[src/rtl/alu_pkg.sv]
// alu_pkg: shared encoding for the execute-stage ALU.
//   alu_op_e      - 3-bit operation select (ADD..SRA), shared with decode/control
//   ALU_SEL_W     - width of the operation select
//   alu_shift_e   - shift kind fed to alu_shifter
//   op_to_shift() - maps a shift operation to its shifter kind
package alu_pkg;

  localparam int ALU_SEL_W = 3;

  typedef enum logic [ALU_SEL_W-1:0] {
    ALU_ADD = 3'd0,
    ALU_SUB = 3'd1,
    ALU_AND = 3'd2,
    ALU_OR  = 3'd3,
    ALU_XOR = 3'd4,
    ALU_SLL = 3'd5,
    ALU_SRL = 3'd6,
    ALU_SRA = 3'd7
  } alu_op_e;

  typedef enum logic [1:0] {
    SH_SLL = 2'd0,
    SH_SRL = 2'd1,
    SH_SRA = 2'd2
  } alu_shift_e;

  // Any non-shift op maps to SLL; its shifter output is simply not selected.
  function automatic alu_shift_e op_to_shift(input alu_op_e op);
    case (op)
      ALU_SRL: return SH_SRL;
      ALU_SRA: return SH_SRA;
      default: return SH_SLL;
    endcase
  endfunction

endpackage

[src/rtl/alu_shifter.sv]
// alu_shifter: combinational barrel shifter for SLL/SRL/SRA.
// Ports:
//   data_i  [WIDTH-1:0]          value to shift
//   shamt_i [$clog2(WIDTH)-1:0]  shift amount
//   kind_i  [1:0]                SH_SLL / SH_SRL / SH_SRA
//   res_o   [WIDTH-1:0]          shifted result
module alu_shifter
  import alu_pkg::*;
#(
  parameter int WIDTH = 32
) (
  input  logic [WIDTH-1:0]         data_i,
  input  logic [$clog2(WIDTH)-1:0] shamt_i,
  input  logic [1:0]               kind_i,
  output logic [WIDTH-1:0]         res_o
);

  always_comb begin
    res_o = '0;
    case (kind_i)
      SH_SLL:  res_o = data_i << shamt_i;
      SH_SRL:  res_o = data_i >> shamt_i;
      // Unused encoding 3 behaves as SRA so the output is always defined.
      default: res_o = WIDTH'($signed(data_i) >>> shamt_i);
    endcase
  end

endmodule

[src/rtl/alu.sv]
// alu: registered integer ALU for the execute stage, one-cycle latency.
// Ports:
//   clk            clock, rising edge
//   rst_n          synchronous active-low reset (sal=0, zero=1)
//   rs1, rs2       operands; shifts use rs2[$clog2(WIDTH)-1:0] only
//   sel            operation select, alu_pkg::alu_op_e encoding
//   sal            registered result
//   zero           registered "result == 0" flag, present only when
//                  ALU_ZERO_FLAG_EN is defined
module alu
  import alu_pkg::*;
#(
  parameter int WIDTH = 32
) (
  input  logic                 clk,
  input  logic                 rst_n,
  input  logic [WIDTH-1:0]     rs1,
  input  logic [WIDTH-1:0]     rs2,
  input  logic [ALU_SEL_W-1:0] sel,
  output logic [WIDTH-1:0]     sal
`ifdef ALU_ZERO_FLAG_EN
  ,
  output logic                 zero
`endif
);

  localparam int SHW = $clog2(WIDTH);

  alu_op_e          op;
  logic [WIDTH-1:0] shift_res;
  logic [WIDTH-1:0] sal_d;
  logic [WIDTH-1:0] sal_q;

  assign op = alu_op_e'(sel);

  alu_shifter #(.WIDTH(WIDTH)) u_shifter (
    .data_i  (rs1),
    .shamt_i (rs2[SHW-1:0]),
    .kind_i  (op_to_shift(op)),
    .res_o   (shift_res)
  );

  always_comb begin
    sal_d = '0;
    case (op)
      ALU_ADD: sal_d = rs1 + rs2;
      ALU_SUB: sal_d = rs1 - rs2;
      ALU_AND: sal_d = rs1 & rs2;
      ALU_OR:  sal_d = rs1 | rs2;
      ALU_XOR: sal_d = rs1 ^ rs2;
      default: sal_d = shift_res;
    endcase
  end

  always_ff @(posedge clk) begin
    if (!rst_n) sal_q <= '0;
    else        sal_q <= sal_d;
  end

  assign sal = sal_q;

`ifdef ALU_ZERO_FLAG_EN
  logic zero_d;
  logic zero_q;

  assign zero_d = (sal_d == '0);

  always_ff @(posedge clk) begin
    if (!rst_n) zero_q <= 1'b1;
    else        zero_q <= zero_d;
  end

  assign zero = zero_q;
`endif

endmodule

[config.mk]
export PLATFORM = sky130hd
export DESIGN_NAME = alu
export DESIGN_NICKNAME = d
export VERILOG_FILES = /design/src/rtl/alu_pkg.sv /design/src/rtl/alu_shifter.sv /design/src/rtl/alu.sv
export SDC_FILE = /design/constraint.sdc
export NUM_CORES = 1
export LEC_CHECK = 0
export CAP_MARGIN = 20
export CORE_AREA = 2 2 137 139
export CTS_CLUSTER_SIZE = 14
export DETAILED_ROUTE_END_ITERATION = 8
export DIE_AREA = 0 0 139 141
export PLACE_DENSITY = 0.74
export SKIP_LAST_GASP = 1
export SYNTH_ARGS = -nofsm -noshare
export SYNTH_HDL_FRONTEND = slang
export SYNTH_SLANG_ARGS = --single-unit
[constraint.sdc]
create_clock -name clk -period 4.7 [get_ports clk]
set_input_delay 0.94 -clock clk [delete_from_list [all_inputs] [get_ports clk]]
set_output_delay 0.94 -clock clk [all_outputs]
set_load 0.005 [all_outputs]
==> out/results.tsv <==
stage	metric	value	unit
power_and_ir_drop	Switch Pwr	0.9254	mW
setup_path	critical path required time	4.86	ns
timing	Max-slew headroom	0.3723	
logic_synthesis	post-synthesis mux area share	0.1650	
logic_synthesis	largest family of logic cells by synthesized area	compound AO/OA/AOI/OAI gates	
detailed_routing	number of DRC violations after detailed routing	0	
power_and_ir_drop	Cell Pwr Density	191.5	nW/um^2
power_and_ir_drop	combinational power share	0.647	
logic_synthesis	syn nets	1404	
grt	largest net degree at the start of global routing	66	
cells_and_area	share of layout cells above drive strength 1	0.1268	
cts	Setup Fix Bufs, Post-CTS	0	
floorplan	Rows	50	
logic_synthesis	synth unique cells	84	
timing	max-slew violation count	0	
power_and_ir_drop	Max IR drop VDD	217.8	uV
logic_synthesis	Post-synth EDFFs	0	
placed_design	Place WS	-0.08525	ns
logic_synthesis	post-synth top area share	0.1363	
power_and_ir_drop	Clock power frac	0.202	
setup_path	Setup CP Type	primary input to flop	
cells_and_area	register area	640.6	um^2
logic_synthesis	mean post-synth cell area	7.197	um^2
timing	Tmin final	4.434	ns
run_status	status	finished clean	
setup_path	crit path max-delay cell type	clkdlybuf4s50_1	
grt	overflow left after global routing	0	
worst_hold_path	Hold Path Class	primary input to flop	
logic_synthesis	Synth Area in XOR/XNOR	0.05200	
setup_path	Worst setup EP type	flop	
logic_synthesis	synth top area cells	ha_1, a21oi_1, mux4_2	
logic_synthesis	Synth Area in Simple Gates	0.1841	
setup_path	crit-path max cell delay	0.45	ns
setup_path	Max Fanout on Critical Path	4	
logic_synthesis	Ys Warns	0	
placed_design	DP Wirelength	28600	um
detailed_routing	DR vias/cell	6.643	
detailed_routing	Vias	10569	
cts	Num CTS Buffers	5	
timing	Hold Fails Final Rpt	0	
grt	vias in the first global route	9779	
logic_synthesis	Compound-Gate Fraction of Synth Area	0.3039	
cts	cts hold-fix bufs	0	
cells_and_area	footprint of the multi-input gates	7522	um^2
floorplan	Die Y	141	um
cts	clock buffer depth	2	
detailed_routing	Initial DRT Pass Iterations	7	
detailed_routing	final wirelength	37380	um
placed_design	Port Buffers	100	
cells_and_area	Finished Cell Area	10630	um^2
timing	Max Clock Freq	0.2255	GHz
placed_design	routability cong.	1.060	
logic_synthesis	#FFs+latches synth	32	
timing	Worst Slack Setup Final	0.2660	ns
grt	first-pass GRT wire length	57620	um
setup_path	Worst EP arrival	4.60	ns
timing	worst-margin pin slew	0.9382	ns
placed_design	Placed Cells	1583	
floorplan	initial core utilization	0.4873	
cells_and_area	Layout fillers	1750	
floorplan	boundary pin count	101	
cells_and_area	post-layout util	0.5821	
cts	root buffer cell	clkbuf_16	
cells_and_area	number of inserted diodes	0	
logic_synthesis	Seq/Total Area, Yosys	0.07196	
power_and_ir_drop	internal power	1.111	mW
setup_path	Crit. Startpoint	rs2[6]	
worst_hold_path	worst hold start	sel[2]	
timing	RSZ-0062 raised after global routing	no	
timing	Final setup viols	0	
detailed_routing	Routed WL per cell	23.50	um
timing	Final Cycle Share	0.9434	
power_and_ir_drop	switching part of the total	0.4544	
cells_and_area	Layout Cells excl Fill	1591	
grt	overall global routing resource usage	0.3739	
cts	Worst-path clk slew	0.07	ns
setup_path	CP delay by family, top	compound AO/OA/AOI/OAI gates	
cells_and_area	nets@finish	1523	
cts	H-Tree Level Count	2	
logic_synthesis	FFs w/ async S/R, synth	0	
cts	CTS tree	done	
logic_synthesis	mapped cell area	8902	um^2
detailed_routing	Iter 0 DRT Violations	1455	
logic_synthesis	Gate Count Post-Synth	1237	
power_and_ir_drop	Power Total	2.037	mW
cells_and_area	commonest non-fill, non-tap cell in the layout	nor2_1	
setup_path	critical-path cell list	clkdlybuf4s50_1 -> nor4_4 -> nand3_1 -> nor4_4 -> and2_1 -> buf_4 -> nand2_1 -> o21ai_0 -> xnor2_1 -> ha_1 -> nand2_1 -> a21oi_1 -> a221o_1 -> a21oi_2 -> a31oi_2 -> o41ai_2 -> xnor2_1 -> a21oi_1 -> nor2_1	
cts	CTS sink cnt	32	
setup_path	crit path launch type	primary input	
floorplan	die area	19600	um^2
logic_synthesis	Post-Synth Adder-Cell Area	0.1386	
detailed_routing	ANT nets after route	0	
floorplan	chip width	139	um
floorplan	Core Area	18270	um^2
cells_and_area	most frequent cells in the layout	nor2_1, a21oi_1, nand2_1	
logic_synthesis	Yosys top cell by area	ha_1	
cells_and_area	Largest register FFs	32	
grt	initial antenna violation count	0	
logic_synthesis	Most used DFF post-synth	dfxtp_1	
placed_design	post-placement cell area	10450	um^2
power_and_ir_drop	Reg power frac	0.152	
cells_and_area	P&R area growth vs syn	19.45	%
power_and_ir_drop	LEAKAGE	4.647	nW
job	Max-Cap Viols	0	
setup_path	buffer and inverter count on the worst path	2	
-- routing by layer --
metal,GRT usage,vias to the layer above,part of all wire
li1,-,4811,-
met2,0.5756,743,0.44
met1,0.5090,4866,0.40
met5,0,-,0
met3,0.06216,149,0.11
met4,0.1845,0,0.057
-- worst min-delay path: stages --
cell     delay (ns)
buf_2          0.13
nor2_1         0.08
buf_4          0.24
nand3_1        0.12
a31oi_1        0.08
-- cells by family (layout without fill, tap and decap cells) --
kind of cell,Yosys count,after routing
flops,32,32
xor+xnor,52,52
fa+ha+maj,98,98
buf+inv,166,286
simple gates,372,372
mux,87,87
compound gates,430,430
-- through the flow --
step / TNS (ns) / hold slack [ns]
finish: 0 / 1.343
global route: 0 / 1.369
CTS: 0 / 1.318
detailed placement: -0.1660 / 1.630
global placement: -0.005834 / 1.640
floorplan: 0 / 1.104
-- cell usage after synthesis (7+ instances only) --
cell type and count:
o31ai_1 11, nor2_1 159, buf_1 17, nand2_1 122
a31oi_1 21, o21ai_0 65, o21ai_1 11, dfxtp_1 32
o211ai_1 10, xor2_1 8, o21a_1 8, buf_2 22
o22ai_1 45, mux2i_1 41, mux4_1 14, a211oi_1 17
nand3_1 10, ha_1 97, nor3_1 25, and3_1 7
nand4_1 8, mux4_2 29, a21oi_1 154, inv_1 74
xnor2_1 43, a21o_1 20, clkbuf_1 37
-- power by group through the flow --
stage	Sequential, mW	Combinational (mW)	Clock [mW]
after floorplan	0.317	0.783	0
after global placement	0.315	1.27	0
after detailed placement	0.315	1.27	0
after CTS	0.309	1.28	0.411
after global routing	0.312	1.41	0.423
final	0.309	1.32	0.411
-- worst paths after layout --
| kind | cells after the start | slack [ns] | to |
|---|---|---|---|
| setup / recovery | 19 | 0.27 | sal[29]$_SDFF_PN0_ |
| hold / removal | 5 | 1.34 | sal[23]$_SDFF_PN0_ |
-- timing repair --
item,CTS,global route
hold endpoints to repair,0,0
setup endpoints to repair,0,3
resized for setup,0,2
-- cell type report --
type / count / area share
Multi-Input combinational cell: 1039 / 0.7074
Clock inverter: 3 / 0.004000
Clock buffer: 5 / 0.01177
Inverter: 77 / 0.02718
Tap cell: 234 / 0.02753
Timing Repair Buffer: 201 / 0.1619
Sequential cell: 32 / 0.06024
(Power assumes the default switching activity.)
==> patch 1 (config.mk and constraints unchanged) <==
The option `ALU_ZERO_FLAG_EN` is turned on by a define.
--- a/src/rtl/alu.sv
+++ b/src/rtl/alu.sv
@@ -9,2 +9,4 @@
 //                  ALU_ZERO_FLAG_EN is defined
+`define ALU_ZERO_FLAG_EN
+
 module alu
Check against the original RTL (old outputs only; new: zero): equivalent (equiv_simple and equiv_induct, registers matched by name and starting in step).
==> patch 1 against the unedited design <==
The flow now finishes with violations (setup timing). Power is 31% higher. Sequential cell count is 1 higher. Via count is 30% higher. Die area stayed put. Routed wire length grew 41%. Area after synthesis grew 11%. Combinational power increased by 48%. Critical path type unchanged. Count of clock-buffer cells in the layout up 1. Largest cell class unchanged. Final cell count up 19%. Design area up 31%. Setup slack got worse by 370 ps.
==> patch 1: results (changes against the unedited design) <==
stage	metric	value	unit	change
status	status	finished, violations left		
status	violations	setup timing		
clocking	postCtsSetupRepairBufs	15		+15
worst_setup_path	startpoint	rs2[7]		
clocking	clkSlewWorstSetupHoldPaths	50	ps	-20 ps
min_path	hold_depth	7		+2
routing	routedWlPerCell	27.8	um	+18%
placement	post-place-cells	1869		+18%
power_and_ir_drop	ir_worst_vdd	0.000384	V	+76%
global_route	grt_pass1_wl	77300	um	+34%
logic_synthesis	yosys-top-cells-area	mux4_2 (13%), ha_1 (12%), dfxtp_1 (6.7%)		
routing	vias	13781		+30%
placement	place_ws	-797	ps	-712 ps
logic_synthesis	ys_seq_area_frac	0.0666		-0.00534
timing	fin_ws	-101	ps	-367 ps
layout	finalNetCount	1828		+20%
global_route	grt.met1_usage	0.581		+0.0725
worst_setup_path	crit_end	zero$_SDFF_PN1_		
timing	setup_viol	1		+1
logic_synthesis	avgSynthCellArea	7.54	um^2	+4.8%
routing	wl_met1	17500	um	+17%
routing	drt_iter0_drc	2289		+57%
global_route	use_met2	0.768		+0.192
placement	port_buffers	101		+1.0%
worst_setup_path	critPathMaxFanout	5		+1
routing	wl_met2	21400	um	+31%
power_and_ir_drop	leakagePower	6.10	nW	+31%
layout	num-fill-cells	1268		-28%
## patch 1: layout make-up
class                   count  area share
multi-input cells        1105       0.641
well taps                 234      0.0211
clock buffers               6     0.00999
inverters                  79      0.0230
flip-flops and latches     33      0.0475
repair buffers            437       0.255
clock inverters             2     0.00270
## patch 1: cells by family (layout without fill, tap and decap cells)
logic type / Yosys count / count (layout) / synth area share
AOI/OAI and AO/OA: 428 / 428 / 0.290
and+or+nand+nor: 413 / 413 / 0.199
buffers and inverters: 177 / 524 / 0.0765
muxes: 125 / 125 / 0.207
adders and majority gates: 98 / 98 / 0.124
xor gates and xnor gates: 41 / 41 / 0.0362
DFF: 33 / 33 / 0.0666
## patch 1: power breakdown
group          internal (mW)  total, mW  switching [mW]  leakage (nW)
clock                  0.264      0.386           0.122        0.0831
combinational          0.875       1.95            1.08          5.75
sequential             0.311      0.321         0.00988         0.274
total                   1.45       2.66            1.21          6.10
==> patch 2 (config.mk and constraints unchanged) <==
Made on the original files. Add an input register stage for `rs1`, `rs2` and `sel`, with the module's reset; this delays them by one clock.
--- a/src/rtl/alu.sv
+++ b/src/rtl/alu.sv
@@ -28,2 +28,18 @@
 
+  logic [WIDTH-1:0] rs1_q;
+  logic [WIDTH-1:0] rs2_q;
+  logic [ALU_SEL_W-1:0] sel_q;
+
+  always_ff @(posedge clk) begin
+    if (!rst_n) begin
+      rs1_q <= '0;
+      rs2_q <= '0;
+      sel_q <= '0;
+    end else begin
+      rs1_q <= rs1;
+      rs2_q <= rs2;
+      sel_q <= sel;
+    end
+  end
+
   alu_op_e          op;
@@ -33,7 +49,7 @@
 
-  assign op = alu_op_e'(sel);
+  assign op = alu_op_e'(sel_q);
 
   alu_shifter #(.WIDTH(WIDTH)) u_shifter (
-    .data_i  (rs1),
-    .shamt_i (rs2[SHW-1:0]),
+    .data_i  (rs1_q),
+    .shamt_i (rs2_q[SHW-1:0]),
     .kind_i  (op_to_shift(op)),
@@ -45,7 +61,7 @@
     case (op)
-      ALU_ADD: sal_d = rs1 + rs2;
-      ALU_SUB: sal_d = rs1 - rs2;
-      ALU_AND: sal_d = rs1 & rs2;
-      ALU_OR:  sal_d = rs1 | rs2;
-      ALU_XOR: sal_d = rs1 ^ rs2;
+      ALU_ADD: sal_d = rs1_q + rs2_q;
+      ALU_SUB: sal_d = rs1_q - rs2_q;
+      ALU_AND: sal_d = rs1_q & rs2_q;
+      ALU_OR:  sal_d = rs1_q | rs2_q;
+      ALU_XOR: sal_d = rs1_q ^ rs2_q;
       default: sal_d = shift_res;
Function: changed (a bounded check fails within 4 cycles, from zero or initial values and one cycle with rst_n low).
==> patch 2 against the unedited design <==
Critical path depth shrank 5. Sequential cell count grew 67. Area after synthesis grew 21%. Routed wire length grew 9.3%. Setup slack improved by 24 ps. Die area unchanged. Design area increased by 15%. Power up 50%. Final cell count up 5.3%.
==> patch 2: results (changes against the unedited design) <==
stage	metric	value	unit	change
status	status	finished, final reports clean		
min_path	hp-start	op[2]$_SDFF_PN0_		
global_route	grt_start_max_net_pins	81		+23%
routing	wl	40900	um	+9.3%
power_and_ir_drop	ir_worst_vdd	0.000333	V	+53%
min_path	hold_depth	2		-3
global_route	grt_pass1_wl	62800	um	+9.0%
global_route	grt_pass1_vias	10614		+8.5%
min_path	hold_end	sal[25]$_SDFF_PN0_		
routing	avgViaCountPerCell	6.86		+3.2%
placement	gp_congestion	1.03		-2.9%
power_and_ir_drop	p_seq	0.984	mW	+220%
layout	drive_gt1_frac	0.0895		-0.0373
layout	num-fill-cells	1622		-7.3%
layout	syn_to_final_growth	13.5	%	
worst_setup_path	slowest_stage	or4_1		
placement	post-place-cells	1660		+4.9%
timing	slew_headroom	0.368		-0.00472
placement	place_area	11900	um^2	+14%
power_and_ir_drop	p_clk_frac	0.275		+0.073
routing	drt_iter0_drc	1530		+5.2%
power_and_ir_drop	switchingPower	1.21	mW	+31%
power_and_ir_drop	seqPwrFrac	0.321		+0.169
logic_synthesis	synth_nets	1558		+11%
clocking	numCtsBuffers	9		+4
routing	routedWlPerCell	24.4	um	+3.8%
logic_synthesis	synth_common_cells	a21oi_1 (157), nand2_1 (118), nor2_1 (115)		
logic_synthesis	yosys-top-cells-area	dfxtp_1 (18%), ha_1 (11%), a21oi_1 (7.3%)		
worst_setup_path	critPathMaxFanout	6		+2
min_path	hp-class	flop to flop		
global_route	antenna_found_initial	1		+1
placement	hpwlAfterDp	29500	um	+3.1%
placement	port_buffers	100		unchanged
power_and_ir_drop	leakagePower	4.98	nW	+7.2%
placement	place_ws	369	ps	+454 ps
worst_setup_path	worstSetupPathType	flop to flop		
timing	finalCritPeriodShare	0.938		-0.00505
logic_synthesis	ys_seq_area_frac	0.184		+0.112
worst_setup_path	crit_arrival	4710	ps	+110 ps
clocking	h-tree-depth	3		+1
clocking	clkSlewWorstSetupHoldPaths	90	ps	+20 ps
global_route	track_usage	0.413		+0.0390
routing	drt_first_pass_iters	6		-1
worst_setup_path	path_delay_family	simple AND/OR/NAND/NOR gates		
worst_setup_path	slowest_delay	580	ps	+130 ps
==> patch 2: cell families (layout without fill, tap and decap cells) <==
family                     after synthesis  count (layout)  share of synthesized area
and+or+nand+nor                        423             423                      0.187
DFF                                     99              99                      0.184
xor gates and xnor gates                51              51                     0.0414
muxes                                  110             110                      0.158
buffers and inverters                  181             232                     0.0693
AOI/OAI and AO/OA                      429             429                      0.246
adders and majority gates               98              98                      0.114
==> patch 2: area by class of cell <==
type | count | area share
Tap cell | 234 | 0.0239
Clock inverter | 7 | 0.00777
Clock buffer | 9 | 0.0184
Multi-Input combinational cell | 1111 | 0.659
Timing Repair Buffer | 137 | 0.104
Sequential cell | 99 | 0.163
Inverter | 79 | 0.0242
==> patch 2: metrics by stage <==
stage | util | hold slack [ps]
after floorplan | - | 715
after global placement | 0.652 | 664
after detailed placement | 0.652 | 674
after CTS | 0.669 | 673
after global routing | 0.670 | 775
final | 0.670 | 676
==> patch 2: layer usage <==
| metal | wire length [um] | vias up | GRT usage | part of all wire |
|---|---|---|---|---|
| li1 | - | 5148 | - | - |
| met1 | 16200 | 5298 | 0.555 | 0.40 |
| met2 | 17100 | 884 | 0.622 | 0.42 |
| met3 | 5200 | 162 | 0.104 | 0.13 |
| met4 | 2320 | 2 | 0.200 | 0.057 |
| met5 | 12 | - | 0 | 0.00029 |
==> patch 2: what timing repair did <==
action | in CTS | in global routing
setup endpoints to repair | 0 | 1
hold buffers | 0 | 0
gates resized for setup | 0 | 1
==> patch 2: worst min-delay path: cells and delay by family, from the launching register on <==
| kind | cells | cell delay (ps) |
|---|---|---|
| compound gates | 2 | 250 |
| flops | 1 | 390 |
